**src/rtl/busy_control_mc_pkg.sv**
```systemverilog
// -----------------------------------------------------------------------------
// busy_pkg
// Shared definitions for the multi-channel busy controller:
//   - state_t        : FSM state encoding (IDLE/READY/BUSY/FAULT)
//   - *_DEF          : default values for the N_CH, CNT_W and DEPTH parameters
// -----------------------------------------------------------------------------
package busy_pkg;

    localparam int BUSY_N_CH_DEF  = 4;
    localparam int BUSY_CNT_W_DEF = 16;
    localparam int BUSY_DEPTH_DEF = 32;

    typedef enum logic [1:0] {
        IDLE  = 2'd0,
        READY = 2'd1,
        BUSY  = 2'd2,
        FAULT = 2'd3
    } state_t;

endpackage

```
**src/rtl/busy_control_mc_occ_ch.sv**
```systemverilog
// -----------------------------------------------------------------------------
// busy_occ_ch
// Occupancy of one readout channel's event buffer, derived from the accepted
// trigger count and the channel's events-read count.
//
// Ports:
//   i_n_trig   [CNT_W] registered accepted-trigger count
//   i_n_read   [CNT_W] events read by this channel
//   o_occ      [OCC_W] occupancy, clamped to DEPTH+1 when overflowing
//   o_overflow [1]     occupancy exceeds DEPTH (includes read-ahead via wrap)
// -----------------------------------------------------------------------------
module busy_occ_ch #(
    parameter int CNT_W = 16,
    parameter int DEPTH = 32,
    parameter int OCC_W = 6
) (
    input  logic [CNT_W-1:0] i_n_trig,
    input  logic [CNT_W-1:0] i_n_read,
    output logic [OCC_W-1:0] o_occ,
    output logic             o_overflow
);

    logic [CNT_W-1:0] w_occ_raw;

    // Modular difference: a read count ahead of the trigger count wraps to a
    // huge value and is therefore caught by the same overflow compare.
    assign w_occ_raw  = i_n_trig - i_n_read;
    assign o_overflow = (w_occ_raw > CNT_W'(DEPTH));

    // An overflowing occupancy does not fit OCC_W; DEPTH+1 always does and
    // still compares above any legal threshold.
    assign o_occ = o_overflow ? OCC_W'(DEPTH + 1) : w_occ_raw[OCC_W-1:0];

endmodule

```
**src/rtl/busy_control_mc.sv**
```systemverilog
// -----------------------------------------------------------------------------
// busy_control_mc
// Trigger busy/veto controller tracking per-channel event-buffer occupancy.
// Accepts trigger edges while READY, raises busy when the fullest enabled
// channel reaches busy_on, releases at the effective busy_off threshold, and
// latches FAULT on any enabled channel overflow.
//
// Optional feature macro: BUSY_STAT_EN (adds busy_cycles / n_veto counters).
//
// Ports:
//   clk            system clock, rising edge
//   rst            asynchronous active-high reset
//   live_rising    synchronous run-start clear (forces READY)
//   trig           trigger level; each 0->1 is one request
//   n_read         per-channel events-read counts, channel i at [i*CNT_W +: CNT_W]
//   ch_en          channel enable mask
//   busy_on        busy assert threshold
//   busy_off       busy release threshold
//   busy           registered busy output
//   trig_acc       trigger accepted this cycle (combinational)
//   n_trig         accepted trigger count
//   max_occ        registered max occupancy over enabled channels
//   read_overflow  sticky per-channel overflow flags
//   state          FSM state
//   busy_cycles    (BUSY_STAT_EN) cycles spent busy in BUSY or FAULT
//   n_veto         (BUSY_STAT_EN) trigger requests refused outside IDLE
//
// state | meaning
// IDLE  | after reset, waiting for first live_rising; busy held, trig ignored
// READY | accepting triggers
// BUSY  | buffers near full; triggers vetoed until occupancy drains
// FAULT | a channel overflowed; left only by live_rising or rst
// -----------------------------------------------------------------------------
module busy_control_mc
    import busy_pkg::*;
#(
    parameter  int N_CH  = BUSY_N_CH_DEF,
    parameter  int CNT_W = BUSY_CNT_W_DEF,
    parameter  int DEPTH = BUSY_DEPTH_DEF,
    localparam int OCC_W = $clog2(DEPTH) + 1
) (
    input  logic                  clk,
    input  logic                  rst,
    input  logic                  live_rising,
    input  logic                  trig,
    input  logic [N_CH*CNT_W-1:0] n_read,
    input  logic [N_CH-1:0]       ch_en,
    input  logic [OCC_W-1:0]      busy_on,
    input  logic [OCC_W-1:0]      busy_off,
    output logic                  busy,
    output logic                  trig_acc,
    output logic [CNT_W-1:0]      n_trig,
    output logic [OCC_W-1:0]      max_occ,
    output logic [N_CH-1:0]       read_overflow,
    output logic [1:0]            state
`ifdef BUSY_STAT_EN
    ,
    output logic [31:0]           busy_cycles,
    output logic [CNT_W-1:0]      n_veto
`endif
);

    state_t           r_state;
    state_t           w_state_nxt;
    logic             r_busy;
    logic             r_trig_d;
    logic [CNT_W-1:0] r_n_trig;
    logic [OCC_W-1:0] r_max;
    logic [N_CH-1:0]  r_rd_ovf;

    logic             w_trig_req;
    logic             w_trig_acc;
    logic [OCC_W-1:0] w_occ [N_CH];
    logic [N_CH-1:0]  w_ovf;
    logic             w_any_ovf;
    logic [OCC_W-1:0] w_max;
    logic [OCC_W-1:0] w_eff_off;

    assign w_trig_req = trig & ~r_trig_d;
    assign w_trig_acc = w_trig_req & (r_state == READY);

    for (genvar g = 0; g < N_CH; g++) begin : g_ch
        busy_occ_ch #(
            .CNT_W (CNT_W),
            .DEPTH (DEPTH),
            .OCC_W (OCC_W)
        ) u_occ (
            .i_n_trig   (r_n_trig),
            .i_n_read   (n_read[g*CNT_W +: CNT_W]),
            .o_occ      (w_occ[g]),
            .o_overflow (w_ovf[g])
        );
    end

    assign w_any_ovf = |(w_ovf & ch_en);

    always_comb begin
        w_max = '0;
        for (int i = 0; i < N_CH; i++) begin
            if (ch_en[i] && (w_occ[i] > w_max)) begin
                w_max = w_occ[i];
            end
        end
    end

    // Release threshold kept strictly below busy_on so the FSM cannot
    // oscillate; busy_on==0 is handled separately (never releases).
    assign w_eff_off = (busy_off < busy_on) ? busy_off : (busy_on - OCC_W'(1));

    always_comb begin
        w_state_nxt = r_state;
        if (live_rising) begin
            w_state_nxt = READY;
        end else begin
            case (r_state)
                IDLE:  w_state_nxt = IDLE;
                READY: begin
                    if (w_any_ovf) begin
                        w_state_nxt = FAULT;
                    end else if (r_max >= busy_on) begin
                        w_state_nxt = BUSY;
                    end
                end
                BUSY: begin
                    if (w_any_ovf) begin
                        w_state_nxt = FAULT;
                    end else if ((busy_on != '0) && (r_max <= w_eff_off)) begin
                        w_state_nxt = READY;
                    end
                end
                FAULT: w_state_nxt = FAULT;
                default: w_state_nxt = IDLE;
            endcase
        end
    end

    always_ff @(posedge clk or posedge rst) begin
        if (rst) begin
            r_state  <= IDLE;
            r_busy   <= 1'b1;
            r_trig_d <= 1'b0;
            r_n_trig <= '0;
            r_max    <= '0;
            r_rd_ovf <= '0;
        end else begin
            r_state <= w_state_nxt;
            r_busy  <= (w_state_nxt != READY);
            if (live_rising) begin
                // A coincident trigger edge is dropped: the count is cleared.
                r_trig_d <= 1'b0;
                r_n_trig <= '0;
                r_max    <= '0;
                r_rd_ovf <= '0;
            end else begin
                r_trig_d <= trig;
                if (w_trig_acc) begin
                    r_n_trig <= r_n_trig + CNT_W'(1);
                end
                r_max    <= w_max;
                r_rd_ovf <= r_rd_ovf | (w_ovf & ch_en);
            end
        end
    end

`ifdef BUSY_STAT_EN
    logic [31:0]      r_busy_cycles;
    logic [CNT_W-1:0] r_n_veto;

    always_ff @(posedge clk or posedge rst) begin
        if (rst) begin
            r_busy_cycles <= '0;
            r_n_veto      <= '0;
        end else if (live_rising) begin
            r_busy_cycles <= '0;
            r_n_veto      <= '0;
        end else begin
            if (r_busy && ((r_state == BUSY) || (r_state == FAULT)) &&
                (r_busy_cycles != '1)) begin
                r_busy_cycles <= r_busy_cycles + 32'd1;
            end
            if (w_trig_req && !w_trig_acc && (r_state != IDLE) &&
                (r_n_veto != '1)) begin
                r_n_veto <= r_n_veto + CNT_W'(1);
            end
        end
    end

    assign busy_cycles = r_busy_cycles;
    assign n_veto      = r_n_veto;
`endif

    assign busy          = r_busy;
    assign trig_acc      = w_trig_acc;
    assign n_trig        = r_n_trig;
    assign max_occ       = r_max;
    assign read_overflow = r_rd_ovf;
    assign state         = r_state;

endmodule
```
**config.mk**
```make
export PLATFORM = sky130hd
export DESIGN_NAME = busy_control_mc
export DESIGN_NICKNAME = d
export VERILOG_FILES = /design/src/rtl/busy_control_mc_pkg.sv /design/src/rtl/busy_control_mc_occ_ch.sv /design/src/rtl/busy_control_mc.sv
export SDC_FILE = /design/constraint.sdc
export NUM_CORES = 1
export LEC_CHECK = 0
export ABC_AREA = 1
export BUFFER_PORTS_ARGS = -buffer_cell sky130_fd_sc_hd__buf_2
export CORE_MARGIN = 10
export CORE_UTILIZATION = 50
export CTS_CLUSTER_DIAMETER = 120
export DETAILED_ROUTE_END_ITERATION = 12
export GPL_TIMING_DRIVEN = 0
export PLACE_DENSITY = 0.69
export SLEW_MARGIN = 20
export SYNTH_ARGS = -nofsm -noshare
export SYNTH_HDL_FRONTEND = slang
export SYNTH_HIERARCHICAL = 1
export SYNTH_SLANG_ARGS = --single-unit
```
**constraint.sdc**
```tcl
create_clock -name clk -period 7.05 [get_ports clk]
set_input_delay 1.0575 -clock clk [delete_from_list [all_inputs] [get_ports clk]]
set_output_delay 1.0575 -clock clk [all_outputs]
set_load 0.01 [all_outputs]
```
==> reports/summary.txt, run 1 <==
Status: completed
Setup Skew: 0.00509 ns
WL met2: 9510 µm
HPWL after DPL: 17300 µm
Critical path's top delay family: simple AND/OR/NAND/NOR gates
Final setup viols: 0
Synth Warn #: 6
Mapped Cells: 1304
Placed cells: 1601
Die area: 19900 µm²
CTS tree: built
Synth Area in Simple Gates: 0.466
Share of layout cells above drive strength 1: 0.142
Largest area contributor in the netlist: nand2_1
RSZ-0062 raised after global routing: no
I/O pin count: 114
Largest family of logic cells by synthesized area: simple AND/OR/NAND/NOR gates
Avg Cell Area, Syn: 5.62 µm²
Mux contribution to synthesized area: 0
Root Driver: clkbuf_16
Pwr Total: 712 µW
Worst-skew pair later-pin latency: 0.28 ns
Layout Cells excl Fill: 1611
Core Area: 14500 µm²
Worst Hold Class: reg2reg
Largest cells by area after synthesis: nand2_1 (21%), ha_1 (17%), inv_1 (14%)
Clock Tree Buf Depth: 2
Mapped Nets: 1489
GRT overflow: 0
Starting Density: 0.506
Xor/xnor share of the synthesized area: 0.0191
IO buf count: 113
Pleak: 5.13 nW
Tmin final: 6.45 ns
Area grow syn2layout: 13.6%
CP Launch Type: input port
Nets@finish: 1611
Worst-Margin Slew: 0.672 ns
TritonCTS Sinks: 30
Register area share after synthesis: 0.103
Largest net degree at the start of global routing: 31
Setup tns final: 0 ns
Vias: 7978
Worst-path clk slew: 0.05 ns
DR WL/cell: 13.0 µm
Residual DRC count: 0
Max cap viols: 0
DRT Pass-1 Iters: 5
Worst path max stage delay: 0.41 ns
Die Ht: 141 µm
Antenna Nets Post-Route: 0
Routed wire length: 21000 µm
Antenna violations before repair: 0
Die Width: 141 µm
Complex-gate fraction of the synthesized area: 0.0839
Post-synth cell types: 42
Layout fillers: 1509
Final Hold Violating Endpoints: 0
Uppermost layer routed: met4
M1 WL: 10100 µm
Vias in the first global route: 7288
Final worst-path cycle share: 0.915
Share of the synthesized area in the top cell type: 0.215
Global Route Usage Sum: 0.204
CTS Buf Count: 5
Fmax: 155 MHz
GP Congestion: 0.905
Crit path max fanout: 10
N_diodes: 0
CP dominant cell by count: nand2_1
Worst vdd ir: 0.0000667 V
Kind of critical path: in2reg
CP max-delay cell: fa_1
Vias per cell: 4.95
Buffers plus inverters on the worst setup path: 5
Worst Setup End Kind: register
PwrDens: 85.5 nW/µm²
Adder and majority cell fraction of the synthesized area: 0.176
Detailed Route Iter0 Violations: 417
Crit path DAT: 6.62 ns
H-tree Lvls: 2
Headroom to the max-slew limit: 0.552
Critical Path RT: 7.22 ns
Register bit count reported by yosys: 30
Synthesized area: 7330 µm²
Pins Over Slew Limit: 0
First-pass GRT wire length: 34300 µm
Metal3 WL: 987 µm
Rows: 44
Hold Buf Count CTS: 0
-- registers in the layout, indices dropped and copies added (netlist names) --
register       count
read_overflow      4
busy               1
r_trig_d           1
n_trig            16
max_occ            6
state              2
-- tightest hold or removal path, stage by stage, from the launching register on --
cell and delay [ns]:
dfrtp_1 0.37, inv_1 0.05, a21oi_1 0.05
-- cell usage after synthesis (all sizes together) --
cell type and number:
nand2 435, inv 283, nor2 114, nand3 108, ha 97, a21oi 60, o21ai 41, dfrtp 29
nand4 26, and2 21, nand3b 20, nor3 19, xnor2 9, xor2 7, o21bai 6, buf 5
or2 5, clkinv 4, fa 4, nor3b 3, a31oi 2, a21boi 1, a21o 1, and3 1
dfstp 1, o211ai 1, o21a 1
-- cell usage in the layout, fill, tap and decap left out, types with 4 or more instances in the layout --
| cell | synthesis | final |
|---|---|---|
| inv_1 | 273 | 272 |
| and2_1 | 21 | 21 |
| a21oi_2 | 5 | 5 |
| clkbuf_16 | 0 | 5 |
| nor3_2 | 2 | 5 |
| nand2_4 | 4 | 4 |
| o21bai_1 | 6 | 6 |
| nand2_1 | 420 | 419 |
| xor2_1 | 7 | 7 |
| o21ai_0 | 24 | 24 |
| nor2_1 | 97 | 96 |
| nand2_2 | 11 | 12 |
| nor3_1 | 16 | 12 |
| nand3_1 | 93 | 92 |
| nor2_2 | 16 | 17 |
| nand3_2 | 14 | 15 |
| fa_1 | 4 | 4 |
| nand3b_1 | 20 | 20 |
| xnor2_1 | 9 | 9 |
| a21oi_1 | 55 | 55 |
| dfrtp_1 | 29 | 29 |
| nand4_1 | 26 | 26 |
| or2_0 | 4 | 4 |
| inv_2 | 10 | 11 |
| o21ai_1 | 17 | 17 |
| clkinv_1 | 4 | 4 |
| buf_2 | 2 | 115 |
| ha_1 | 97 | 97 |
| buf_4 | 2 | 4 |
-- final cells by class --
type,instances,area (µm²),area share
multi-input combinational,982,5500,0.660
inverter,287,1080,0.129
sequential,30,752,0.0903
timing repair buffer,115,581,0.0697
tap,184,230,0.0276
clock buffer,7,143,0.0171
buffer,5,40.0,0.00481
clock inverter,1,5.00,0.000601
-- cells by family after synthesis --
kind of cell               Yosys count
DFF                                 30
buffers and inverters              292
and+or+nand+nor                    752
AOI/OAI and AO/OA                  113
xor gates and xnor gates            16
adders and majority gates          101
-- what timing repair did --
item                                    in CTS  in global routing
endpoints found under the setup margin       0                  6
resized for setup                            0                  8
setup buffers                                0                  2
endpoints found under the hold margin        0                  0
-- metal layers --
| metal | global-route usage | up-vias |
|---|---|---|
| met5 | 0 | - |
| met4 | 0.0489 | 0 |
| met3 | 0.0282 | 21 |
| met2 | 0.343 | 177 |
| met1 | 0.268 | 3454 |
| li1 | - | 4326 |
-- final timing paths --
check	start	to	slack (ns)	depth (start not counted)
setup / recovery	n_read[0]	max_occ[1]	0.60	44
hold / removal	read_overflow[0]	read_overflow[0]	0.52	2
setup reg to reg	n_trig[0]	max_occ[1]	0.78	44
hold reg to reg	read_overflow[0]	read_overflow[0]	0.52	2
max in group asynchronous	rst	max_occ[2]	5.77	2
min in group asynchronous	rst	n_trig[9]	0.86	2
-- report_power, final --
part | leakage, nW | internal, mW | total, mW | switching [mW]
Sequential | 0.395 | 0.181 | 0.192 | 0.0107
Combinational | 4.66 | 0.120 | 0.306 | 0.186
Clock | 0.0739 | 0.140 | 0.214 | 0.0746
-- through the flow --
| stage | hold slack (ns) | utilization | setup WS (ns) | cell area [µm²] |
|---|---|---|---|---|
| floorplan | 0.542 | - | 1.13 | 7330 |
| global placement | 0.504 | 0.561 | 0.266 | 8130 |
| detailed placement | 0.511 | 0.561 | 0.213 | 8130 |
| CTS | 0.518 | 0.572 | 0.505 | 8280 |
| global route | 0.542 | 0.575 | 0.0183 | 8330 |
| finish | 0.516 | 0.575 | 0.602 | 8330 |
No activity file was read; power rests on OpenSTA's default activity.
==> run 2: changes to the inputs <==
CORE_MARGIN = 8   (was 10)
CORE_UTILIZATION = 55   (was 50)
PLACE_DENSITY = 0.75   (was 0.69)
==> run 2 against run 1 <==
Clock skew shrank 0.00055 ns. Combinational power is essentially flat. Sequential power is essentially flat. Via count grew 0.80%. Critical path type unchanged.
==> reports/summary.txt, run 2 (synthesized netlist as in run 1, its figures left out) <==
Fmax: 153 MHz (-1.3%)
Vias per cell: 5.02 (+1.4%)
Final worst-path cycle share: 0.927 (+0.0123)
Reg-to-reg startpoint: n_trig[1]
Global Route Usage Sum: 0.233 (+0.0290)
Most frequent cells in the layout: nand2_1 (419), inv_1 (272), buf_2 (115), nor2_1 (97), ha_1 (97)
Part of the power in registers: 0.264 (-0.005)
Headroom to the max-slew limit: 0.552 (-0.000685)
Residual DRC count: 0 (unchanged)
Starting Density: 0.558 (+0.0517)
N_diodes: 0 (unchanged)
Pwr Total: 727 µW (+2.0%)
Detailed Route Iter0 Violations: 475 (+14%)
Final Hold Violating Endpoints: 0 (unchanged)
Vias in the first global route: 7454 (+2.3%)
Worst-skew pair later-pin latency: 0.27 ns (about the same)
First-pass GRT wire length: 34400 µm (+0.32%)
Post-CTS resize count: 0 (unchanged)
Routed wire length: 20500 µm (-2.5%)
Core Area: 13100 µm² (-9.3%)
Max cap viols: 0 (unchanged)
Die Ht: 131 µm (-6.8%)
Setup Skew: 0.00453 ns (-0.000553 ns)
HPWL after DPL: 17000 µm (-1.8%)
Max reg flops: 16 (unchanged)
Worst-path clk slew: 0.05 ns (about the same)
Nets@finish: 1609 (-0.12%)
Post-CTS Setup Bufs: 0 (unchanged)
GP Congestion: 0.916 (+1.2%)
Antenna Nets Post-Route: 0 (unchanged)
Hold_sp: read_overflow[0]
PwrDens: 87.4 nW/µm² (+2.2%)
Worst Setup End Kind: register
DR WL/cell: 12.8 µm (-1.9%)
Share of layout cells above drive strength 1: 0.141 (-0.00120)
Int Pwr: 460 µW (+4.3%)
TritonCTS Sinks: 30 (unchanged)
Most common cell after layout, fill and taps aside: nand2_1
IO buf count: 113 (unchanged)
Vias: 8042 (+0.80%)
GRT overflow: 0 (unchanged)
Kind of critical path: in2reg
DRT Pass-1 Iters: 4 (-1)
Final setup viols: 0 (unchanged)
Area grow syn2layout: 13.4%
Status: completed
Antenna violations before repair: 0 (unchanged)
H-tree Lvls: 2 (unchanged)
CTS Buf Count: 5 (unchanged)
Die area: 17300 µm² (-13%)
Worst vdd ir: 0.0000866 V (+30%)
I/O pin count: 114 (unchanged)
Rows: 42 (-4.5%)
CP dominant cell by count: nand2_1
Switching power: 267 µW (-1.7%)
Crit path max fanout: 10 (unchanged)
Clock Tree Buf Depth: 2 (unchanged)
Tmin final: 6.53 ns (+0.0870 ns)
Worst Hold Class: reg2reg
Die Width: 131 µm (-6.8%)
Sw Ratio: 0.367 (-0.0140)
Critical Path Start: n_read[0]
Combinational share of power: 0.420 (-0.010)
Pleak: 5.12 nW (-0.16%)
Crit path DAT: 6.70 ns (+0.08 ns)
CP max-delay cell: fa_1
Worst-Margin Slew: 0.673 ns (+0.00103 ns)
Clock power share: 0.316 (+0.015)
CP Launch Type: input port
Pins Over Slew Limit: 0 (unchanged)
Largest net degree at the start of global routing: 31 (unchanged)
Hold Buf Count CTS: 0 (unchanged)
Post-layout util: 0.633 (+0.0576)
Worst path max stage delay: 0.41 ns (about the same)
CTS tree: built
Critical Path RT: 7.21 ns (about the same)
Root Driver: clkbuf_16
## run 2: cell types whose count changed in the layout (fill, tap and decap cells not counted), sizes merged
cell	previous run	this run
clkbuf	7	8
clkinv	5	4
buf	120	118
## run 2: per-stage QoR
step | instance area, µm² | hold slack (ns) | worst slack (ns) | std cells | TNS (ns)
global placement | 8120 | 0.506 | 0.274 | 1593 | 0
floorplan | 7330 | 0.542 | 1.13 | 1304 | 0
CTS | 8290 | 0.516 | 0.483 | 1601 | 0
finish | 8310 | 0.512 | 0.515 | 1601 | 0
global route | 8310 | 0.541 | -0.0229 | 1601 | -0.0292
detailed placement | 8120 | 0.508 | 0.221 | 1593 | 0
## run 2: final cells by class
class / instances / area (µm²)
Buffer: 5 / 40.0
Clock buffer: 8 / 166
Fill cell: 1367 / 4820
Inverter: 287 / 1080
Multi-Input combinational cell: 982 / 5490
Sequential cell: 30 / 752
Tap cell: 176 / 220
Timing Repair Buffer: 113 / 566
## run 2: path summary, 6_finish.rpt
check	to	slack [ns]	cells after the start
setup reg to reg	max_occ[4]	0.64	41
max in group asynchronous	max_occ[0]	5.77	2
setup / recovery	max_occ[4]	0.52	42
hold / removal	read_overflow[0]	0.51	2
hold reg to reg	read_overflow[0]	0.51	2
min in group asynchronous	n_trig[10]	0.86	2
## run 2: power by group through the flow
stage / combinational, mW / sequential [mW] / clock [mW]
final: 0.305 / 0.192 / 0.230
after global routing: 0.353 / 0.193 / 0.240
after CTS: 0.304 / 0.192 / 0.234
after detailed placement: 0.301 / 0.195 / 0
after global placement: 0.296 / 0.195 / 0
after floorplan: 0.214 / 0.195 / 0
## run 2: critical path: cells and delay by family
family / cells / cell delay (ns)
and+or+nand+nor: 29 / 3.32
buffers and inverters: 6 / 0.55
AOI/OAI and AO/OA: 2 / 0.22
adders and majority gates: 5 / 1.52
## run 2: metal layers
| layer | share of wire | track usage |
|---|---|---|
| met5 | 0 | 0 |
| met4 | 0.012 | 0.0408 |
| met3 | 0.053 | 0.0229 |
| met2 | 0.47 | 0.419 |
| met1 | 0.46 | 0.297 |
==> run 3: changes to the inputs <==
RECOVER_POWER = 100   (was unset)
SYNTH_HIERARCHICAL = unset   (was 1)
==> run 3 against run 2 <==
Sequential share of layout area down 0.20 points. Largest power group unchanged. Total power up 0.70%. Synthesized cell count up 0.92%. Global-route usage up 0.48 points. Cell count up 1.7%. Critical path depth up 1. Highest routed layer unchanged. Non-clock buffer count up 18. Clock power down 7%. Area after synthesis up 0.53%.
==> reports/summary.txt, run 3 <==
Status: completed
Placed cells: 1604 (+0.69%)
Worst Setup End Kind: register
Fmax: 148 MHz (-3.2%)
CP Launch Type: input port
Post-layout util: 0.644 (+0.0117)
FFs w/ async S/R, synth: 1.00 (unchanged)
Pleak: 5.20 nW (+1.6%)
Core Area: 13200 µm² (+0.40%)
Largest area contributor in the netlist: nand2_1
Vias in the first global route: 7709 (+3.4%)
Register area share after synthesis: 0.102 (-0.000540)
Routed wire length: 21400 µm (+4.4%)
Largest cells by area after synthesis: nand2_1 (21%), ha_1 (16%), inv_1 (14%)
Complex-gate fraction of the synthesized area: 0.0930 (+0.00906)
Clock Tree Buf Depth: 2 (unchanged)
Share of layout cells above drive strength 1: 0.145 (+0.00426)
Layout fillers: 1367 (unchanged)
Starting Density: 0.559 (+0.000717)
Worst-Margin Slew: 1.34 ns (+0.663 ns)
Synth Warn #: 0 (-6)
I/O pin count: 114 (unchanged)
N_diodes: 0 (unchanged)
Pins Over Slew Limit: 0 (unchanged)
Register bit count reported by yosys: 30 (unchanged)
Mapped Cells: 1316 (+0.92%)
Largest family of logic cells by synthesized area: simple AND/OR/NAND/NOR gates
Placed inst area: 8150 µm² (+0.42%)
Nets@finish: 1636 (+1.7%)
Design area: 8500 µm² (+2.3%)
DRT Pass-1 Iters: 5 (+1)
Vias per cell: 5.14 (+2.3%)
Avg Cell Area, Syn: 5.60 µm² (-0.39%)
Max reg flops: 16 (unchanged)
PwrDens: 86.1 nW/µm² (-1.5%)
GRT overflow: 0 (unchanged)
Die Width: 132 µm (+0.23%)
Most frequent cells after synthesis: nand2_1 (413), inv_1 (266), nand3_1 (117), nor2_1 (115), ha_1 (97)
GP Congestion: 0.936 (+2.2%)
Cell with the most instances after synthesis: nand2_1
Global Route Usage Sum: 0.238 (+0.00480)
Largest net degree at the start of global routing: 31 (unchanged)
IO buf count: 112 (-0.88%)
Residual DRC count: 0 (unchanged)
Share of the synthesized area in the top cell type: 0.210 (-0.00470)
Die area: 17400 µm² (+0.46%)
Worst Hold Class: reg2reg
Final Hold Violating Endpoints: 0 (unchanged)
Mux contribution to synthesized area: 0 (unchanged)
Vias: 8362 (+4.0%)
Critical Path Start: n_read[16]
Final worst-path cycle share: 0.958 (+0.0309)
Pwr Total: 732 µW (+0.70%)
Worst-skew pair later-pin latency: 0.28 ns (about the same)
Ys flop type: dfrtp_1
CP max-delay cell: fa_2
Area grow syn2layout: 15.3%
Worst path max stage delay: 0.40 ns (about the same)
Critical Path RT: 7.22 ns (about the same)
Synthesized area: 7370 µm² (+0.53%)
Antenna violations before repair: 0 (unchanged)
Worst vdd ir: 0.0000779 V (-10%)
Synth Area in Simple Gates: 0.467 (+0.000945)
Antenna Nets Post-Route: 0 (unchanged)
Number of flops mapped to enable cells by yosys: 0 (unchanged)
Adder and majority cell fraction of the synthesized area: 0.175 (-0.000928)
Rows: 42 (unchanged)
H-tree Lvls: 2 (unchanged)
Mapped Nets: 1501 (+0.81%)
DR WL/cell: 13.2 µm (+2.7%)
Root Driver: clkbuf_16
First-pass GRT wire length: 35100 µm (+2.1%)
Most frequent cells in the layout: nand2_1 (407), inv_1 (261), nand3_1 (112), nor2_1 (110), ha_1 (95)
Post-synth cell types: 48 (+14%)
Xor/xnor share of the synthesized area: 0.0154 (-0.00366)
CP dominant cell by count: nand2_1
Tmin final: 6.75 ns (+0.218 ns)
Layout Cells excl Fill: 1628 (+1.7%)
Reg-to-reg startpoint: n_trig[1]
Most common cell after layout, fill and taps aside: nand2_1
CTS Buf Count: 5 (unchanged)
Kind of critical path: in2reg
Crit path max fanout: 5 (-5)
Hold Buf Count CTS: 0 (unchanged)
Setup tns final: 0 ns (unchanged)
Headroom to the max-slew limit: 0.101 (-0.450)
Die Ht: 132 µm (+0.23%)
Max cap viols: 0 (unchanged)
Crit path DAT: 6.93 ns (+0.23 ns)
HPWL after DPL: 17600 µm (+3.1%)
Setup Skew: 0.00411 ns (-0.000424 ns)
Worst-path clk slew: 0.05 ns (about the same)
CTS tree: built
Hold_sp: read_overflow[2]
TritonCTS Sinks: 30 (unchanged)
Final setup viols: 0 (unchanged)
Detailed Route Iter0 Violations: 593 (+25%)
[run 3: cell types whose count changed in the layout (fill, tap and decap cells not counted), moves of 12 or more]
cell and change:
and2_1 -16, nor2_1 +13, nand2_2 +21, clkbuf_1 +34, nand3_1 +20, buf_4 +14, buf_2 -32, nand2_1 -12
o21ai_1 -12
[run 3: logic make-up after synthesis]
logic type	count (synthesis)
XOR/XNOR	13
adder cells (fa/ha/maj)	101
buffers and inverters	284
AND/OR/NAND/NOR	768
AO/OA/AOI/OAI	120
flip-flops	30
[run 3: cell type report]
cell class,count,area [µm²],area share
Clock buffer,7,143,0.0168
Multi-Input combinational cell,1002,5640,0.664
Buffer,8,57.6,0.00677
Clock inverter,1,5.00,0.000589
Sequential cell,30,752,0.0885
Timing Repair Buffer,128,647,0.0761
Tap cell,176,220,0.0259
Inverter,276,1040,0.122
[run 3: path summary, 6_finish.rpt]
kind | cells past startpoint | end | slack, ns
max in group asynchronous | 2 | n_trig[12] | 5.31
worst min-delay path | 2 | read_overflow[2] | 0.50
worst min register to register | 2 | read_overflow[2] | 0.50
worst max-delay path | 43 | max_occ[4] | 0.30
worst max register to register | 42 | max_occ[4] | 0.38
min in group asynchronous | 2 | read_overflow[3] | 1.07
[run 3: power by group]
part	switching, mW	total [mW]	internal (mW)
Clock	0.0736	0.213	0.140
Combinational	0.200	0.330	0.130
Sequential	0.00791	0.189	0.181
[run 3: per-layer routing]
metal	up-vias	GRT usage	share of wire
li1	4435	-	-
met1	3659	0.290	0.44
met2	235	0.429	0.48
met3	33	0.0259	0.056
met4	0	0.0721	0.023
met5	-	0	0
[run 3: stage by stage]
step	setup WS, ns	hold WS (ns)
after floorplan	0.0197	0.535
after global placement	-1.19	0.476
after detailed placement	-1.16	0.487
after CTS	0.108	0.497
after global routing	-0.0937	0.525
final	0.298	0.498
[run 3: timing repair]
item,CTS,global route
gates resized for setup,5,38
endpoints found under the setup margin,6,6
buffers inserted,0,15
cloned,0,1
pin swaps,0,24
[run 3: critical path: cells and delay by family]
family	cells	cell delay, ns
simple gates	22	2.73
fa+ha+maj	5	1.41
buf+inv	8	0.81
compound gates	7	0.77
xor+xnor	1	0.14
